### src/rtl/fp_pkg.sv
// Shared fingerprint constants and types for the compare path.
// Scorer state names are used by fp_match_scorer.
package fp_pkg;
  localparam int FP_DIM             = 160;
  localparam int FP_WORDS           = 1600;
  localparam int SAVE_BEGIN_ADDRESS = 13000;
  localparam int DB_SIZE_ADDRESS    = 12999;
  localparam int FP_SIZE            = 1600;

  typedef logic [15:0] score_t;

  typedef enum logic [1:0] {
    IDLE    = 2'd0,
    RD_LIVE = 2'd1,
    RD_TMPL = 2'd2,
    DONE    = 2'd3
  } state_e;
endpackage

### src/rtl/fp_match_scorer_popcount16.sv
// Combinational 16-bit population count built as a balanced adder tree.
module fp_popcount16 (
  input  logic [15:0] i_data,
  output logic [4:0]  o_count
);
  logic [1:0] w_l1 [8];
  logic [2:0] w_l2 [4];
  logic [3:0] w_l3 [2];

  genvar g;
  for (g = 0; g < 8; g++) begin : g_l1
    assign w_l1[g] = {1'b0, i_data[2*g]} + {1'b0, i_data[2*g+1]};
  end
  for (g = 0; g < 4; g++) begin : g_l2
    assign w_l2[g] = {1'b0, w_l1[2*g]} + {1'b0, w_l1[2*g+1]};
  end
  for (g = 0; g < 2; g++) begin : g_l3
    assign w_l3[g] = {1'b0, w_l2[2*g]} + {1'b0, w_l2[2*g+1]};
  end

  assign o_count = {1'b0, w_l3[0]} + {1'b0, w_l3[1]};
endmodule

### src/rtl/fp_match_scorer.sv
// Streams live and template words from SRAM in alternation and counts agreeing bits.
// Address is registered one cycle ahead so SRAM data lines up with the state that consumes it.
module fp_match_scorer #(
  parameter int FP_WORDS = 1600,
  parameter int ADDR_W   = 20,
  parameter int DATA_W   = 16,
  parameter int SCORE_W  = 16
) (
  input  logic              i_clk,
  input  logic              i_rst_n,
  input  logic              i_start,
  input  logic [ADDR_W-1:0] i_live_addr,
  input  logic [ADDR_W-1:0] i_tmpl_addr,
  input  logic [SCORE_W-1:0] i_threshold,
  output logic [ADDR_W-1:0] o_sram_addr,
  input  logic [DATA_W-1:0] i_sram_data,
  output logic              o_busy,
  output logic              o_finish,
  output logic [SCORE_W-1:0] o_score,
  output logic              o_match
);
  import fp_pkg::*;

  localparam logic [10:0] LAST_IDX = 11'(FP_WORDS - 1);

  state_e              r_state;
  state_e              w_next;
  logic [ADDR_W-1:0]   r_live_base;
  logic [ADDR_W-1:0]   r_tmpl_base;
  logic [ADDR_W-1:0]   r_addr;
  logic [SCORE_W-1:0]  r_thr;
  logic [SCORE_W-1:0]  r_acc;
  logic [SCORE_W-1:0]  r_score;
  logic                r_match;
  logic [10:0]         r_idx;
  logic [DATA_W-1:0]   r_live;
  logic [DATA_W-1:0]   w_agree;
  logic [4:0]          w_pc;
  logic [SCORE_W-1:0]  w_acc_next;
  logic                w_last;
  logic                w_busy;
  logic                w_finish;

  assign w_agree    = ~(r_live ^ i_sram_data);
  assign w_acc_next = r_acc + SCORE_W'(w_pc);
  assign w_last     = (r_idx == LAST_IDX);

  fp_popcount16 u_popcount (
    .i_data  (w_agree),
    .o_count (w_pc)
  );

  always_ff @(posedge i_clk) begin
    if (!i_rst_n) r_state <= IDLE;
    else          r_state <= w_next;
  end

  always_comb begin
    w_next = r_state;
    case (r_state)
      IDLE:    if (i_start) w_next = RD_LIVE;
      RD_LIVE: w_next = RD_TMPL;
      RD_TMPL: w_next = w_last ? DONE : RD_LIVE;
      DONE:    w_next = IDLE;
      default: w_next = IDLE;
    endcase
  end

  always_comb begin
    w_busy   = (r_state != IDLE);
    w_finish = (r_state == DONE);
  end

  // The address loaded here is the one presented during the state being entered.
  always_ff @(posedge i_clk) begin
    if (!i_rst_n) begin
      r_live_base <= '0;
      r_tmpl_base <= '0;
      r_addr      <= '0;
      r_thr       <= '0;
      r_acc       <= '0;
      r_score     <= '0;
      r_match     <= 1'b0;
      r_idx       <= '0;
      r_live      <= '0;
    end else begin
      case (r_state)
        IDLE: begin
          if (i_start) begin
            r_live_base <= i_live_addr;
            r_tmpl_base <= i_tmpl_addr;
            r_thr       <= i_threshold;
            r_idx       <= '0;
            r_acc       <= '0;
            r_score     <= '0;
            r_match     <= 1'b0;
            r_addr      <= i_live_addr;
          end else begin
            r_addr <= '0;
          end
        end
        RD_LIVE: begin
          r_live <= i_sram_data;
          r_addr <= r_tmpl_base + ADDR_W'(r_idx);
        end
        RD_TMPL: begin
          r_acc <= w_acc_next;
          if (w_last) begin
            r_score <= w_acc_next;
            r_match <= (w_acc_next > r_thr);
            r_addr  <= '0;
          end else begin
            r_idx  <= r_idx + 11'd1;
            r_addr <= r_live_base + ADDR_W'(r_idx + 11'd1);
          end
        end
        DONE: r_addr <= '0;
        default: r_addr <= '0;
      endcase
    end
  end

  assign o_sram_addr = r_addr;
  assign o_busy      = w_busy;
  assign o_finish    = w_finish;
  assign o_score     = r_score;
  assign o_match     = r_match;
endmodule

### config.mk
export PLATFORM = sky130hd
export DESIGN_NAME = fp_match_scorer
export DESIGN_NICKNAME = d
export VERILOG_FILES = /design/src/rtl/fp_pkg.sv /design/src/rtl/fp_match_scorer_popcount16.sv /design/src/rtl/fp_match_scorer.sv
export SDC_FILE = /design/constraint.sdc
export NUM_CORES = 1
export LEC_CHECK = 0
export BUFFER_PORTS_ARGS = -buffer_cell sky130_fd_sc_hd__clkbuf_2
export CELL_PAD_IN_SITES_DETAIL_PLACEMENT = 1
export CELL_PAD_IN_SITES_GLOBAL_PLACEMENT = 1
export CORE_UTILIZATION = 38
export DETAILED_ROUTE_END_ITERATION = 8
export PLACE_DENSITY_LB_ADDON = 0.15
export SETUP_SLACK_MARGIN = 0.1
export SLEW_MARGIN = 15
export SYNTH_ARGS = -nofsm -noshare
export SYNTH_HDL_FRONTEND = slang
export SYNTH_SLANG_ARGS = --single-unit
### constraint.sdc
create_clock -name i_clk -period 5 [get_ports i_clk]
set_input_delay 0.25 -clock i_clk [delete_from_list [all_inputs] [get_ports i_clk]]
set_output_delay 0.25 -clock i_clk [all_outputs]
set_load 0.01 [all_outputs]
==> results.ini <==
[power_and_ir_drop]
power_frac_comb_pct = 32.4
power_density_mw_per_mm2 = 404
cellLeakagePower_nw = 3.80
p_int_w = 0.00248
seqPwrFrac_pct = 32.2
total_power_w = 0.00370
switchingPower_w = 0.00122
p_sw_share_pct = 32.9
ir_drop_uv = 230
power.share.clock_pct = 35.4

[drt]
drc_errors = 0
via_per_inst = 5.11
vias = 6853
drt_pass1_iterations = 4
drt-initial-drc-count = 223
antenna_left = 0
wl_per_cell_um = 16.1
wl_mm = 21.6

[sta]
finalWorstSetupSlack_ns = -0.283
fin_crit_ns = 5.28
fmax_ghz = 0.189
slew_headroom_pct = 32.4
setup_viol = 1
finalCritPeriodShare_pct = 106
maxSlewViolCount = 0
fin_hold_ws_ns = 0.0350
tightestPinTransition_ns = 1.01
rsz0062_at_grt = yes
hold_viol = 0
skew_ns = 0.00861
fin_tns_setup_ns = -0.283

[clock_tree]
cts_max_level = 4
cts_hold_buf = 0
clockBufferDepth = 2
cts_tree = done
cts.sinks = 138
cts_root_buf = clkbuf_16
numCtsBuffers = 17
clkTransAtPathRegs_ns = 0.06
clock_latency_ns = 0.43

[logic_synthesis]
synth_common_cells = 205 x nand2_1, 138 x dfxtp_1, 121 x a21oi_1
synthCells = 945
ys.flop_type = dfxtp_1
synth.net_count = 1081
synth_top_cell_area_share_pct = 36.5
ys_ff_latch = 138
synth_area_leaders = dfxtp_1 36%, nand2_1 10%, a21oi_1 8.0%, ha_1 7.8%, xnor2_1 6.0%
yosysWarnings = 0
ys_types = 66
yosys.area.top_type = dfxtp_1
synth_area_mm2 = 0.00757
synth.most_common_cell = nand2_1
synth.avg_cell_area_um2 = 8.01
yosysSeqAreaShare_pct = 36.5
synth_edf_count = 0
async_flop_share_pct = 0

[die]
dieArea_mm2 = 0.0205
row_count = 51
start_util_pct = 38.8
coreArea_mm2 = 0.0195
die_w_um = 143
dieHeight_um = 143
ios = 114

[grt]
grtUsageTotal_pct = 22.1
grt_pass1_vias = 6900
grt_antenna_before_repair = 0
grt_max_degree = 70
grt_pass1_wl_mm = 34.9
overflow = 0

[layout]
finalNonFillerCells = 1340
area_growth_syn_to_layout_pct = 20.8
drive_gt1_share_pct = 18.3
diodes = 0
num-nets-final = 1198
nFillCells = 2460

[critical_path]
crit_required_ns = 5.26
worstPathMaxFanout = 2
cp-end-kind = flop
crit_arrival_ns = 5.54
cp-start-kind = flop
criticalPathCategory = reg2reg

[placed_design]
detailed_place_hpwl_mm = 15.5
gp_congestion = 0.838
portBuffers = 113
placed_cells = 1307

[outcome]
status = finished with violations
violations = negative setup slack

[min_path]
hp-class = in2reg

[flow_run]
maxCapViolCount = 0

-- per-layer routing --
metal / track usage [%] / up-vias / routed length [um]
li1: - / 3462 / -
met1: 27.0 / 3274 / 9730
met5: 0 / - / 0
met2: 39.4 / 94 / 11000
met3: 3.52 / 23 / 521
met4: 6.68 / 0 / 282
-- kinds of logic after synthesis --
kind of cell	after synthesis	share of synthesized area (%)
xor gates and xnor gates	68	7.87
buffers and inverters	88	4.69
AOI/OAI and AO/OA	231	18.5
adders and majority gates	61	11.5
DFF	138	36.5
and+or+nand+nor	359	21.0
-- registers in the layout, summed over array words and instances (netlist names) --
register,cells
o_match,1
o_score,16
o_sram_addr,20
r_acc,16
r_idx,11
r_live,16
r_live_base,20
r_state,2
r_thr,16
r_tmpl_base,20
-- cell usage in the layout (no fill, tap or decap), drive strengths merged, types with 14 or more instances in the layout --
cell	count
nand2	205
dfxtp	138
clkbuf	130
a21oi	123
nor2	53
xnor2	52
ha	47
inv	44
nand3	34
buf	29
o21ai	27
xor2	16
a21o	14
fa	14
-- stage by stage --
stage | utilization (%) | setup WS, ns | cell area [um^2]
after floorplan | - | 0.0113 | 7590
after detailed placement | 43.6 | -0.351 | 8520
final | 46.9 | -0.283 | 9150
after global routing | 46.9 | -0.561 | 9150
after CTS | 46.8 | -0.307 | 9140
after global placement | 43.6 | -0.287 | 8520
-- repair_timing --
item	CTS	global route
resized for setup	5	0
pin swaps	0	2
setup endpoints to repair	1	1
setup buffers	0	1
-- power by group through the flow --
stage          Sequential [W]  Clock [W]  Combinational [W]
2_1_floorplan         0.00121          0           0.000767
3_3_place_gp          0.00121          0            0.00114
3_5_place_dp          0.00121          0            0.00116
4_1_cts               0.00119    0.00133            0.00121
5_1_grt               0.00120    0.00137            0.00134
6_report              0.00119    0.00131            0.00120
-- area by class of cell --
class	instances	area [um^2]	share of cell area [%]
timing repair buffer	142	783	8.56
clock inverter	15	176	1.93
multi-input combinational	719	4500	49.2
tap	265	332	3.62
clock buffer	17	425	4.65
inverter	44	166	1.82
sequential	138	2760	30.2
-- path summary, 6_finish.rpt --
path	from	end	slack, ns	depth (start not counted)
max	r_live[14]$_SDFFE_PN0P_	o_match$_SDFFE_PN0P_	-0.28	21
min reg2reg	o_score[10]$_SDFFE_PN0P_	o_score[10]$_SDFFE_PN0P_	0.45	2
min	i_tmpl_addr[19]	r_tmpl_base[19]$_SDFFE_PN0P_	0.04	3
max reg2reg	r_live[14]$_SDFFE_PN0P_	o_match$_SDFFE_PN0P_	-0.28	21
-- worst max-delay path: stages (launching register included) --
cell and delay, ns:
dfxtp_1 0.32, xor2_1 0.16, fa_1 0.55, inv_1 0.05, fa_1 0.49, inv_1 0.05, fa_1 0.47, inv_1 0.05
fa_1 0.45, fa_2 0.38, fa_2 0.39, a21o_1 0.19, a21oi_2 0.14, nor2b_1 0.06, o21ai_1 0.16, xnor2_1 0.17
ha_1 0.30, a21o_1 0.17, a21oi_1 0.11, o21ai_1 0.09, a221oi_2 0.25, a211oi_1 0.12
No activity file was read; power rests on OpenSTA's default activity.
